==> src/rtl/redirect_pkg.sv <==
// Shared types and constants for the branch/exception redirect arbiter.
package redirect_pkg;

  localparam int PC_W       = 32;
  localparam int DEF_LANES  = 2;
  localparam int DEF_STAGES = 2;
  localparam logic [PC_W-1:0] PC_STEP = 32'd4;

  typedef struct packed {
    logic            mistaken;
    logic            taken;
    logic [PC_W-1:0] target;
    logic [PC_W-1:0] pc;
  } resolve_t;

  typedef enum logic {
    RD_IDLE = 1'b0,
    RD_PEND = 1'b1
  } rd_state_t;

  // Index width that stays legal when the count is 1.
  function automatic int idx_w(input int n);
    return (n > 1) ? $clog2(n) : 1;
  endfunction

endpackage

==> src/rtl/redirect_prio_enc.sv <==
// Picks the oldest mistaken lane in the oldest (highest-index) stage; one-hot grant plus indices.
module redirect_prio_enc import redirect_pkg::*; #(
  parameter int STAGES = DEF_STAGES,
  parameter int LANES  = DEF_LANES,
  parameter int SW     = idx_w(STAGES),
  parameter int LW     = idx_w(LANES)
) (
  input  logic [STAGES*LANES-1:0] req,
  output logic                    valid,
  output logic [SW-1:0]           stage,
  output logic [LW-1:0]           lane,
  output logic [STAGES*LANES-1:0] grant
);

  logic [STAGES-1:0]    stage_any;
  logic [STAGES*LW-1:0] lane_flat;

  genvar gi;
  generate
    for (gi = 0; gi < STAGES; gi++) begin : g_stage
      logic [LANES-1:0] lreq;
      logic [LW-1:0]    sel;

      assign lreq = req[gi*LANES +: LANES];
      assign stage_any[gi] = |lreq;

      // Descending scan so the lowest set lane is the final assignment.
      always_comb begin
        sel = '0;
        for (int l = LANES - 1; l >= 0; l--) begin
          if (lreq[l]) sel = LW'(l);
        end
      end

      assign lane_flat[gi*LW +: LW] = sel;
    end
  endgenerate

  always_comb begin
    valid = 1'b0;
    stage = '0;
    lane  = '0;
    for (int s = 0; s < STAGES; s++) begin
      if (stage_any[s]) begin
        valid = 1'b1;
        stage = SW'(s);
        lane  = lane_flat[s*LW +: LW];
      end
    end
  end

  always_comb begin
    grant = '0;
    if (valid) grant[int'(stage) * LANES + int'(lane)] = 1'b1;
  end

endmodule

==> src/rtl/redirect_arbiter.sv <==
// Arbitrates exception and branch-mispredict redirects into a single registered fetch redirect.
// Optional per-stage mispredict counters are built when REDIRECT_PERF_EN is defined.
module redirect_arbiter import redirect_pkg::*; #(
  parameter int LANES  = DEF_LANES,
  parameter int STAGES = DEF_STAGES
) (
  input  logic                             clk,
  input  logic                             resetn,
  input  resolve_t [STAGES*LANES-1:0]      res_i,
  input  logic                             exc_valid_i,
  input  logic [PC_W-1:0]                  exc_target_i,
  output logic                             redirect_valid_o,
  input  logic                             redirect_ready_i,
  output logic [PC_W-1:0]                  redirect_pc_o,
  output logic [STAGES:0]                  flush_o,
  output logic [STAGES-1:0][31:0]          perf_cnt_o
);

  localparam int N  = STAGES * LANES;
  localparam int SW = idx_w(STAGES);
  localparam int LW = idx_w(LANES);

  logic [N-1:0]  mis_req;
  logic          enc_valid;
  logic [SW-1:0] enc_stage;
  logic [LW-1:0] enc_lane;
  logic [N-1:0]  enc_grant;

  genvar gi;
  generate
    for (gi = 0; gi < N; gi++) begin : g_req
      assign mis_req[gi] = res_i[gi].mistaken;
    end
  endgenerate

  redirect_prio_enc #(
    .STAGES (STAGES),
    .LANES  (LANES),
    .SW     (SW),
    .LW     (LW)
  ) u_prio_enc (
    .req   (mis_req),
    .valid (enc_valid),
    .stage (enc_stage),
    .lane  (enc_lane),
    .grant (enc_grant)
  );

  resolve_t        win_res;
  logic            winner;
  logic [PC_W-1:0] win_pc;

  // AND-OR mux of the granted lane; grant is one-hot so no priority chain is needed.
  always_comb begin
    win_res = '0;
    for (int i = 0; i < N; i++) begin
      if (enc_grant[i]) win_res = win_res | res_i[i];
    end
  end

  assign winner = exc_valid_i | enc_valid;

  always_comb begin
    win_pc = '0;
    if (exc_valid_i)       win_pc = exc_target_i;
    else if (win_res.taken) win_pc = win_res.target;
    else                    win_pc = win_res.pc + PC_STEP;
  end

  rd_state_t       state_reg, state_next;
  logic [PC_W-1:0] pc_reg, pc_next;

  always_ff @(posedge clk or negedge resetn) begin
    if (!resetn) begin
      state_reg <= RD_IDLE;
      pc_reg    <= '0;
    end else begin
      state_reg <= state_next;
      pc_reg    <= pc_next;
    end
  end

  // A fresh winner always overwrites, even when fetch accepts the old PC this cycle.
  always_comb begin
    state_next = state_reg;
    pc_next    = pc_reg;
    if (winner) begin
      state_next = RD_PEND;
      pc_next    = win_pc;
    end else if (state_reg == RD_PEND && redirect_ready_i) begin
      state_next = RD_IDLE;
    end
  end

  assign redirect_valid_o = (state_reg == RD_PEND);
  assign redirect_pc_o    = pc_reg;

  // Stage s winner flushes the instruction buffer and every register up to s+1.
  always_comb begin
    flush_o = '0;
    if (!resetn) begin
      flush_o = '0;
    end else if (exc_valid_i) begin
      flush_o = '1;
    end else if (enc_valid) begin
      for (int k = 0; k <= STAGES; k++) begin
        flush_o[k] = (k <= int'(enc_stage) + 1);
      end
    end else begin
      flush_o[0] = redirect_valid_o & ~redirect_ready_i;
    end
  end

`ifdef REDIRECT_PERF_EN
  generate
    for (gi = 0; gi < STAGES; gi++) begin : g_perf
      logic [31:0] cnt_reg;
      logic        hit;

      assign hit = enc_valid & ~exc_valid_i & (int'(enc_stage) == gi);

      always_ff @(posedge clk or negedge resetn) begin
        if (!resetn)                     cnt_reg <= '0;
        else if (hit && cnt_reg != '1)   cnt_reg <= cnt_reg + 32'd1;
      end

      assign perf_cnt_o[gi] = cnt_reg;
    end
  endgenerate
`else
  assign perf_cnt_o = '0;
`endif

endmodule

==> config.mk <==
export PLATFORM = sky130hd
export DESIGN_NAME = redirect_arbiter
export DESIGN_NICKNAME = d
export VERILOG_FILES = /design/src/rtl/redirect_pkg.sv /design/src/rtl/redirect_prio_enc.sv /design/src/rtl/redirect_arbiter.sv
export SDC_FILE = /design/constraint.sdc
export NUM_CORES = 1
export LEC_CHECK = 0
export ABC_AREA = 1
export CORE_AREA = 5 5 154 156
export CTS_BUF_LIST = sky130_fd_sc_hd__clkbuf_8
export DETAILED_ROUTE_END_ITERATION = 10
export DIE_AREA = 0 0 159 161
export MAX_ROUTING_LAYER = met4
export PLACE_DENSITY = 0.68
export SETUP_SLACK_MARGIN = 0.1
export SYNTH_ARGS = -nofsm -noshare
export SYNTH_HDL_FRONTEND = slang
export SYNTH_SLANG_ARGS = --single-unit
==> constraint.sdc <==
create_clock -name clk -period 6 [get_ports clk]
set_input_delay 1.8 -clock clk [delete_from_list [all_inputs] [get_ports clk]]
set_output_delay 1.8 -clock clk [all_outputs]
set_load 0.02 [all_outputs]
## Yosys cells after proc, flatten, opt, wreduce, memory -nomap -nowiden

Cells that the tools add are included.

- $add $sub $neg: 3
- Order comparisons: 5
- Mux-type cells: 24
- Bitwise logic cells: 6
- Reductions and logical operators: 5

Operators with widths:

| kind | count |
|---|---|
| 2-to-1 mux 65 bit | 4 |
| OR 65 bit | 3 |
| 2-to-1 mux 32 bit | 2 |
| adder 32 x 3 -> 32 bit (second input constant) | 1 |
| greater-or-equal comparator 32 x 1 -> 1 bit (second input constant) | 1 |
| <= comparator 1 x 32 -> 1 bit (first input constant) | 1 |
| <= comparator 2 x 32 -> 1 bit (first input constant) | 1 |
| less-than comparator 32 x 4 -> 1 bit (second input constant) | 1 |
| 2-to-1 mux 1 bit | 13 |
| 2-to-1 mux 3 bit | 2 |
| 2-to-1 mux 4 bit | 1 |
| OR reduction 2 bit | 2 |
| adder 2 x 1 -> 3 bit | 1 |
| adder 1 x 1 -> 2 bit (second input constant) | 1 |
| demux 1 bit (select 2 bit) | 1 |
| <= comparator 2 bit (first input constant) | 1 |
| logical AND 1 bit | 2 |
| 2-to-1 mux 2 bit | 1 |
| nonzero test 2 bit | 1 |
| bitwise AND 1 bit | 1 |
| inverter 1 bit | 1 |
| OR 1 bit | 1 |

- Bits in registers: 33
- Input bits: 300
- Output and inout port bits: 100
- Word-level logic and storage cells: 45

## Depth between registers and ports, before layout

Gate-level depths: netlist (run 1).

- Depth after elaboration: 20
- Depth in mapped cells: 19
- Gate-level depth less buffers: 18

## Modules after synthesis

Synthesis (run 1) repeated with hierarchy kept, for this count alone.

- Cell total of the unflattened synthesis: 969
- Area total of the unflattened synthesis: 5163.7 µm²

Modules (own cells, without submodules):

| module | times used | cells each | area an instance (µm²) | seq. area each (µm²) |
|---|---|---|---|---|
| redirect_arbiter | 1 | 955 | 5106.1 | 825.8 |
| redirect_prio_enc | 1 | 14 | 57.6 | 0.0 |

## Worst setup path after synthesis (run 1)

No wires, ideal clock.

- Kind: in2out
- From: input res_i[263] in the netlist's numbering
- To: output flush_o[0]
- Arrival time: 3042 ps
- Required time: 4200 ps
- Slack: 1158 ps
- Stages: 7
- Path buffers: 3
- Cells stage by stage: nor2_4 buf_4 buf_2 nand3_1 inv_1 clkbuf_1 a21oi_1

- Cells in the longest elaborated chain, start to end: 7
- Elaborated cells on any way between the ends: 8
- Classes of those cells: add/sub (1); order compare (1); mux (5); reduce/logical (1)

RTL lines:

| what | RTL line | RTL |
|---|---|---|
| from (decl) | redirect_arbiter.sv:9 | `input resolve_t [STAGES*LANES-1:0] res_i,` |
| OR reduction 2 bit * | redirect_prio_enc.sv:25 | `assign stage_any[gi] = \|lreq;` |
| 2-to-1 mux 1 bit | redirect_prio_enc.sv:44 | `if (stage_any[s]) begin` |
| adder 1 x 1 -> 2 bit | redirect_arbiter.sv:107 | `flush_o[k] = (k <= int'(enc_stage) + 1);` |
| <= comparator 1 x 32 -> 1 bit | redirect_arbiter.sv:107 |  |
| 2-to-1 mux 1 bit * | redirect_arbiter.sv:105 | `end else if (enc_valid) begin` |
| 2-to-1 mux 3 bit * | redirect_arbiter.sv:103 | `end else if (exc_valid_i) begin` |
| 2-to-1 mux 3 bit * | redirect_arbiter.sv:101 | `if (!resetn) begin` |
| to (decl) | redirect_arbiter.sv:15 | `output logic [STAGES:0] flush_o,` |

Mark *: on every way between the ends. The rest lies on a longest branch, timed or not.

## Worst setup path after layout (run 1)

- From: input res_i[131] in the netlist's numbering
- To: output flush_o[0]

- Cells in the longest elaborated chain, start to end: 6

RTL lines:

| what | RTL line |
|---|---|
| OR reduction 2 bit | redirect_prio_enc.sv:25 |
| 2-to-1 mux 1 bit (2 in series) | redirect_prio_enc.sv:44 |
| 2-to-1 mux 1 bit | redirect_arbiter.sv:105 |
| 2-to-1 mux 3 bit | redirect_arbiter.sv:103 |
| 2-to-1 mux 3 bit | redirect_arbiter.sv:101 |

Every way passes these cells.

==> summary.md, run 1 <==
| Metric | Value |
|---|---|
| Setup crit end kind | `primary output` |
| Crit-path max FO | `6` |
| IO Port Bufs | `335` |
| Fill cells | `2433` |
| GR Layer Usage met3 | `0.0286` |
| Synth top area share | `0.294` |
| Initial Util | `0.230` |
| 1st-iter DRT viols | `373` |
| Worst r2r src | `redirect_pc_o[4]` |
| CTS Hold Bufs | `0` |
| Clk slew on worst S/H paths | `approximately 0.080 ns` |
| Setup Skew | `0 ns` |
| Setup TNS | `0 ns` |
| Yosys warnings | `0` |
| First-pass GRT wire length | `38900 um` |
| Via Count | `approximately 6900` |
| Final hold viol count | `0` |
| Sequential cell area | `826 sq um` |
| Fin area | `around 8600 sq um` |
| Die width | `approximately 160 um` |
| Total Power | `1.08 mW` |
| Max clock buf depth | `2` |
| GP Congestion | `roughly 0.95` |
| Largest net degree at the start of global routing | `between 60 and 70` |
| Wire per inst | `about 17 um` |
| Sequential element share of the synthesized area | `0.161` |
| Met1 Use GR | `0.238` |
| Site row count | `between 50 and 60` |
| RR Endpoint | `redirect_pc_o[4]` |
| GRT Overall Usage | `0.197` |
| # Post-CTS Setup Buffers | `0` |
| Post-synth ARST share | `1.00` |
| DRT antenna net count | `0` |
| Number of distinct library cells after synthesis | `33` |
| H-tree Lvls | `2` |
| GR met2 Demand/Resource | `0.353` |
| Root Driver | `clkbuf_8` |
| RSZ-0062 raised after global routing | `no` |
| Post-CTS sizing | `0` |
| Area grow syn2layout | `67.4%` |
| Tmin final | `5.38 ns` |
| Clock latency on the worst-skew pair | `approximately 0.29 ns` |
| WP data arrival | `3.58 ns` |
| Number of synthesized flops with an enable pin | `0` |
| Pins over their slew limit | `0` |
| Hold path cells | `2` |
| Main synth FF type | `dfrtp_1` |
| Hold Crit Start | `redirect_pc_o[15]` |
| Grt ovf | `0` |
| Leak Pwr | `between 3 and 4 nW` |
| Max-cap viol count | `0` |
| GRT Max-Usage Layer | `met2` |
| FF+latch count, synth | `33` |
| Fraction of layout cells with a size suffix above 1 | `0.0468` |
| Mapped Cells | `about 960` |
| Final setup viols | `0` |
| Worst-Margin Slew | `0.833 ns` |
| Nets | `between 1500 and 2000` |
| Vias per cell | `approximately 4.5` |
| Power Density | `~130 nW/um^2` |
| Number of remaining DRC errors | `0` |
| F_max | `between 0.15 and 0.2 GHz` |
| Worst vdd ir | `about 0.000074 V` |
| CTS buffer count | `5` |
| Multi-input logic area | `about 3500 sq um` |
| Outcome | `finished clean` |
| Syn Std Cell Area | `between 5000 and 6000 sq um` |
| Slew margin rel. | `0.444` |
| Worst Hold Class | `flip-flop to flip-flop` |
| Antenna violations before repair | `0` |
| Num ports | `400` |
| Final HPWL DP | `21400 um` |
| Core area | `approximately 22000 sq um` |
| Setup CP Type | `primary input to primary output` |
| Vias in the first global route | `approximately 6700` |
| Critical Path RT | `4.20 ns` |
| Area contributors post-synth | `nand2_1, dfrtp_1, nand3_1, buf_4, inv_1` |
| Reg-to-reg slack, setup | `approximately 5.3 ns` |
| Avg Cell Area, Syn | `5.36 sq um` |
| Ant diodes | `0` |
| CP Launch Type | `primary input` |
| Hold worst-path end | `redirect_pc_o[15]` |
| Clk sinks | `33` |
| Total wire length | `roughly 26000 um` |
| Largest area contributor in the netlist | `nand2_1` |
| Die Y | `approximately 160 um` |
| DIE AREA | `approximately 26000 sq um` |
| Period utilization | `0.897` |
| Post-DP Area | `roughly 8500 sq um` |
| Worst hold margin | `just under 0.5 ns` |
| CTS tree | `yes` |
| TritonRoute pass-1 iters | `5` |
| Worst Reg2Reg Path Length in Cells | `2` |
-- cells in the mapped netlist, types with 3 or more instances --
| cell | count |
|---|---|
| o211ai_1 | 4 |
| xor2_1 | 7 |
| inv_2 | 3 |
| clkbuf_1 | 22 |
| a21oi_1 | 26 |
| or2_2 | 18 |
| o21ai_0 | 21 |
| buf_2 | 18 |
| xnor2_1 | 6 |
| buf_4 | 68 |
| nand3b_1 | 3 |
| nor2_2 | 8 |
| nand3_1 | 149 |
| a221oi_1 | 4 |
| nand2_1 | 401 |
| o21ai_1 | 3 |
| buf_6 | 3 |
| nand4_1 | 20 |
| dfrtp_1 | 33 |
| nor2_1 | 54 |
| inv_1 | 68 |
-- sequential cells by signal (all words and copies together), names as in the netlist --
| signal | count |
|---|---|
| redirect_pc_o | 32 |
| redirect_valid_o | 1 |
-- cells by family (layout without fill, tap and decap cells) --
| kind of cell | Yosys count | after routing | share of synthesized area |
|---|---|---|---|
| compound gates | 62 | 62 | 0.0677 |
| xor+xnor | 13 | 13 | 0.0222 |
| fa+ha+maj | 1 | 1 | 0.00244 |
| buf+inv | 186 | 430 | 0.195 |
| flops | 33 | 33 | 0.161 |
| other cells | 1 | 64 | 0.000732 |
| simple gates | 659 | 659 | 0.551 |
-- where the power goes --
group	leakage, nW	internal [mW]	switching, mW	total [mW]
clock network	0.0626	0.134	0.0875	0.221
logic	3.41	0.292	0.305	0.597
registers	0.380	0.247	0.0144	0.262
total	3.85	0.673	0.407	1.08
-- layer usage --
layer  vias up  wire length [um]
li1       3512                 -
met1      3073             10900
met2       288             13200
met3        24              1470
met4         0               466
met5         -                 0
-- stage by stage --
stage | cells | setup slack, ns | util
detailed placement | 1539 | 0.591 | 0.380
global placement | 1539 | 0.572 | 0.380
global route | 1547 | 0.520 | 0.385
finish | 1547 | 0.621 | 0.385
floorplan | 1018 | 1.16 | -
CTS | 1547 | 0.595 | 0.385
-- placed cells by master, fill, tap and decap left out, types with 3 or more instances in the layout --
cell / Yosys / layout
o21ai_0: 21 / 21
a21oi_1: 26 / 26
nor2_4: 2 / 3
o211ai_1: 4 / 4
nand3_1: 149 / 149
dfrtp_1: 33 / 33
buf_4: 68 / 14
a221oi_1: 4 / 4
conb_1: 1 / 64
nand4_1: 20 / 20
xnor2_1: 6 / 6
or2_2: 18 / 18
nand2_1: 401 / 401
o21ai_1: 3 / 3
nor2_1: 54 / 53
clkdlybuf4s50_1: 0 / 333
nand3b_1: 3 / 3
clkbuf_8: 0 / 6
inv_1: 68 / 69
xor2_1: 7 / 7
nor2_2: 8 / 8
inv_2: 3 / 3
-- worst max-delay path, stage by stage --
cell             delay (ns)
clkdlybuf4s50_1        0.42
nor2_1                 0.32
nand3_1                0.28
inv_1                  0.14
a21oi_1                0.07
clkdlybuf4s50_1        0.55
-- worst max-delay path by stage --
stage | depth (start not counted) | slack (ns) | to | from
2_1_floorplan | 7 | 1.16 | flush_o[0] | res_i[263]
3_3_place_gp | 6 | 0.57 | flush_o[0] | res_i[131]
3_5_place_dp | 6 | 0.59 | flush_o[0] | res_i[131]
4_1_cts | 6 | 0.60 | flush_o[0] | res_i[131]
5_1_grt | 6 | 0.52 | flush_o[0] | res_i[263]
6_report | 6 | 0.62 | flush_o[0] | res_i[131]
-- final cells by class --
type | count | area share
Multi-Input combinational cell | 799 | 0.414
Clock buffer | 6 | 0.00964
Inverter | 73 | 0.0320
Clock inverter | 2 | 0.00394
Timing Repair Buffer | 349 | 0.402
Tap cell | 285 | 0.0416
Sequential cell | 33 | 0.0964
(Power assumes the default switching activity.)
==> inputs of run 2 (changes only) <==
PLACE_DENSITY = 0.66   (was 0.68)
TNS_END_PERCENT = 30   (was default)
==> run 2 against run 1 <==
  * Worst hold slack hardly changed
  * Cell count about the same
  * Maximum frequency increased by 0.68%
  * Sequential share of layout area barely moved
  * Register-to-register slack is essentially flat
  * Worst setup slack better by 0.036 ns
  * Critical endpoint is now flush_o[1]
  * Largest cell class unchanged
  * Highest routed layer unchanged
==> summary.md, run 2 (synthesis results as in run 1) <==
| Metric | Value |
|---|---|
| Nets | `1561 (was 1562)` |
| Root Driver | `clkbuf_8 (unchanged)` |
| P_sw | `0.412 mW (was 0.407 mW)` |
| GRT Max-Usage Layer | `met2 (unchanged)` |
| Comb power frac | `0.578 (was 0.553)` |
| Outcome | `finished clean (unchanged)` |
| Die Y | `161 um (unchanged)` |
| Clk slew on worst S/H paths | `0.07 ns (was 0.08 ns)` |
| Wire per inst | `17.1 um (was 16.8 um)` |
| Max reg flops | `32 (unchanged)` |
| GR Layer Usage met3 | `0.0286 (unchanged)` |
| WP data arrival | `3.54 ns (was 3.58 ns)` |
| Leak Pwr | `3.83 nW (was 3.85 nW)` |
| Worst-Margin Slew | `0.920 ns (was 0.833 ns)` |
| Met1 Use GR | `0.240 (was 0.238)` |
| RR Endpoint | `redirect_pc_o[4] (unchanged)` |
| Core area | `22200 sq um (unchanged)` |
| Final hold viol count | `0 (unchanged)` |
| Area grow syn2layout | `66.5% (was 67.4%)` |
| Grt ovf | `0 (unchanged)` |
| CTS Hold Bufs | `0 (unchanged)` |
| Antenna violations before repair | `0 (unchanged)` |
| Commonest non-fill, non-tap cells in the layout | `nand2_1, clkdlybuf4s50_1, nand3_1 (unchanged)` |
| Worst Reg2Reg Path Length in Cells | `2 (unchanged)` |
| Ant diodes | `0 (unchanged)` |
| Final setup viols | `0 (unchanged)` |
| IO Port Bufs | `335 (unchanged)` |
| Clock latency on the worst-skew pair | `0.29 ns (about the same)` |
| Post-CTS sizing | `0 (unchanged)` |
| Die width | `159 um (unchanged)` |
| RSZ-0062 raised after global routing | `no (unchanged)` |
| Vias per cell | `4.47 (was 4.46)` |
| Worst vdd ir | `0.0000597 V (was 0.0000740 V)` |
| GP Congestion | `0.925 (was 0.955)` |
| Max clock buf depth | `2 (unchanged)` |
| Setup TNS | `0 ns (unchanged)` |
| Initial Util | `0.230 (unchanged)` |
| Setup CP Type | `primary input to primary output (unchanged)` |
| Setup Skew | `0 ns (unchanged)` |
| Max-cap viol count | `0 (unchanged)` |
| Multi-input logic area | `3540 sq um (was 3550 sq um)` |
| Setup crit end kind | `primary output (unchanged)` |
| F_max | `0.187 GHz (was 0.186 GHz)` |
| Hold path cells | `2 (unchanged)` |
| DRT antenna net count | `0 (unchanged)` |
| Largest net degree at the start of global routing | `68 (unchanged)` |
| Sequential cell area | `826 sq um (unchanged)` |
| Tmin final | `5.34 ns (was 5.38 ns)` |
| First-pass GRT wire length | `38900 um (about the same)` |
| 1st-iter DRT viols | `450 (was 373)` |
| Total wire length | `26400 um (was 26100 um)` |
| Hold Crit Start | `redirect_pc_o[29] (was redirect_pc_o[15])` |
| Worst r2r src | `redirect_pc_o[4] (unchanged)` |
| Power Density | `121 nW/um^2 (was 126 nW/um^2)` |
| Post-DP Area | `8440 sq um (was 8450 sq um)` |
| Fill cells | `2391 (was 2433)` |
| Num ports | `400 (unchanged)` |
| Site row count | `55 (unchanged)` |
| DIE AREA | `25600 sq um (unchanged)` |
| Vias in the first global route | `6615 (was 6743)` |
| Number of remaining DRC errors | `0 (unchanged)` |
| Slew margin rel. | `0.383 (was 0.444)` |
| GR met2 Demand/Resource | `0.351 (was 0.353)` |
| Critical Path RT | `4.20 ns (about the same)` |
| Reg-to-reg slack, setup | `5.33 ns (was 5.34 ns)` |
| Period utilization | `0.891 (was 0.897)` |
| Pins over their slew limit | `0 (unchanged)` |
| Util after Layout | `0.384 (was 0.385)` |
| TritonRoute pass-1 iters | `6 (was 5)` |
| Via Count | `6911 (was 6897)` |
| CP Launch Type | `primary input (unchanged)` |
| # Post-CTS Setup Buffers | `0 (unchanged)` |
| Clock Power Share | `0.169 (was 0.205)` |
| Commonest non-fill, non-tap cell in the layout | `nand2_1 (unchanged)` |
| Worst Hold Class | `flip-flop to flip-flop (unchanged)` |
| Clk sinks | `33 (unchanged)` |
| Sequential Power Share | `0.253 (was 0.242)` |
| Cell-internal power | `0.619 mW (was 0.673 mW)` |
| Crit-path max FO | `6 (unchanged)` |
| GRT Overall Usage | `0.197 (about the same)` |
| Final HPWL DP | `21900 um (was 21400 um)` |
| Fin area | `8530 sq um (was 8570 sq um)` |
| CTS tree | `yes (unchanged)` |
| H-tree Lvls | `2 (unchanged)` |
| Total Power | `1.03 mW (was 1.08 mW)` |
| Fraction of layout cells with a size suffix above 1 | `0.0468 (about the same)` |
| CTS buffer count | `5 (unchanged)` |
| Hold worst-path end | `redirect_pc_o[29] (was redirect_pc_o[15])` |
| Sw frac | `0.400 (was 0.377)` |
-- run 2: metrics by stage --
step                instances  setup WS [ns]  hold slack, ns
finish                   1546          0.657           0.480
global route             1546          0.546           0.508
CTS                      1546          0.593           0.486
detailed placement       1538          0.598           0.466
global placement         1538          0.590           0.462
floorplan                1018           1.16           0.591
-- run 2: critical path: stages --
cell and delay (ns):
clkdlybuf4s50_1 0.42, nor2_1 0.28, nand3_1 0.29, nand2_1 0.16, inv_1 0.05, clkdlybuf4s50_1 0.54
-- run 2: final cells by class --
type / count / share of cell area
Clock buffer: 5 / 0.00807
Tap cell: 285 / 0.0418
Clock inverter: 3 / 0.00205
Sequential cell: 33 / 0.0969
Inverter: 73 / 0.0321
Timing Repair Buffer: 348 / 0.404
Multi-Input combinational cell: 799 / 0.415
-- run 2: power groups by stage --
| stage | Combinational (mW) | Sequential, mW | Clock, mW |
|---|---|---|---|
| finish | 0.595 | 0.261 | 0.175 |
| global route | 0.648 | 0.264 | 0.195 |
| CTS | 0.603 | 0.261 | 0.184 |
| detailed placement | 0.600 | 0.265 | 0 |
| global placement | 0.599 | 0.264 | 0 |
| floorplan | 0.264 | 0.296 | 0 |
-- run 2: how the worst max path moves through the flow --
stage	to	cells past startpoint	start	slack, ns
final	flush_o[1]	6	res_i[131]	0.66
after global routing	flush_o[0]	6	res_i[65]	0.55
after CTS	flush_o[1]	6	res_i[131]	0.59
after detailed placement	flush_o[0]	6	res_i[131]	0.60
after global placement	flush_o[0]	6	res_i[131]	0.59
after floorplan	flush_o[0]	7	res_i[263]	1.16
-- run 2: layer usage --
layer  vias to the layer above  share of wire
met5                         -              0
met4                         0          0.015
met3                        25          0.055
met2                       266           0.52
met1                      3114           0.41
li1                       3506              -
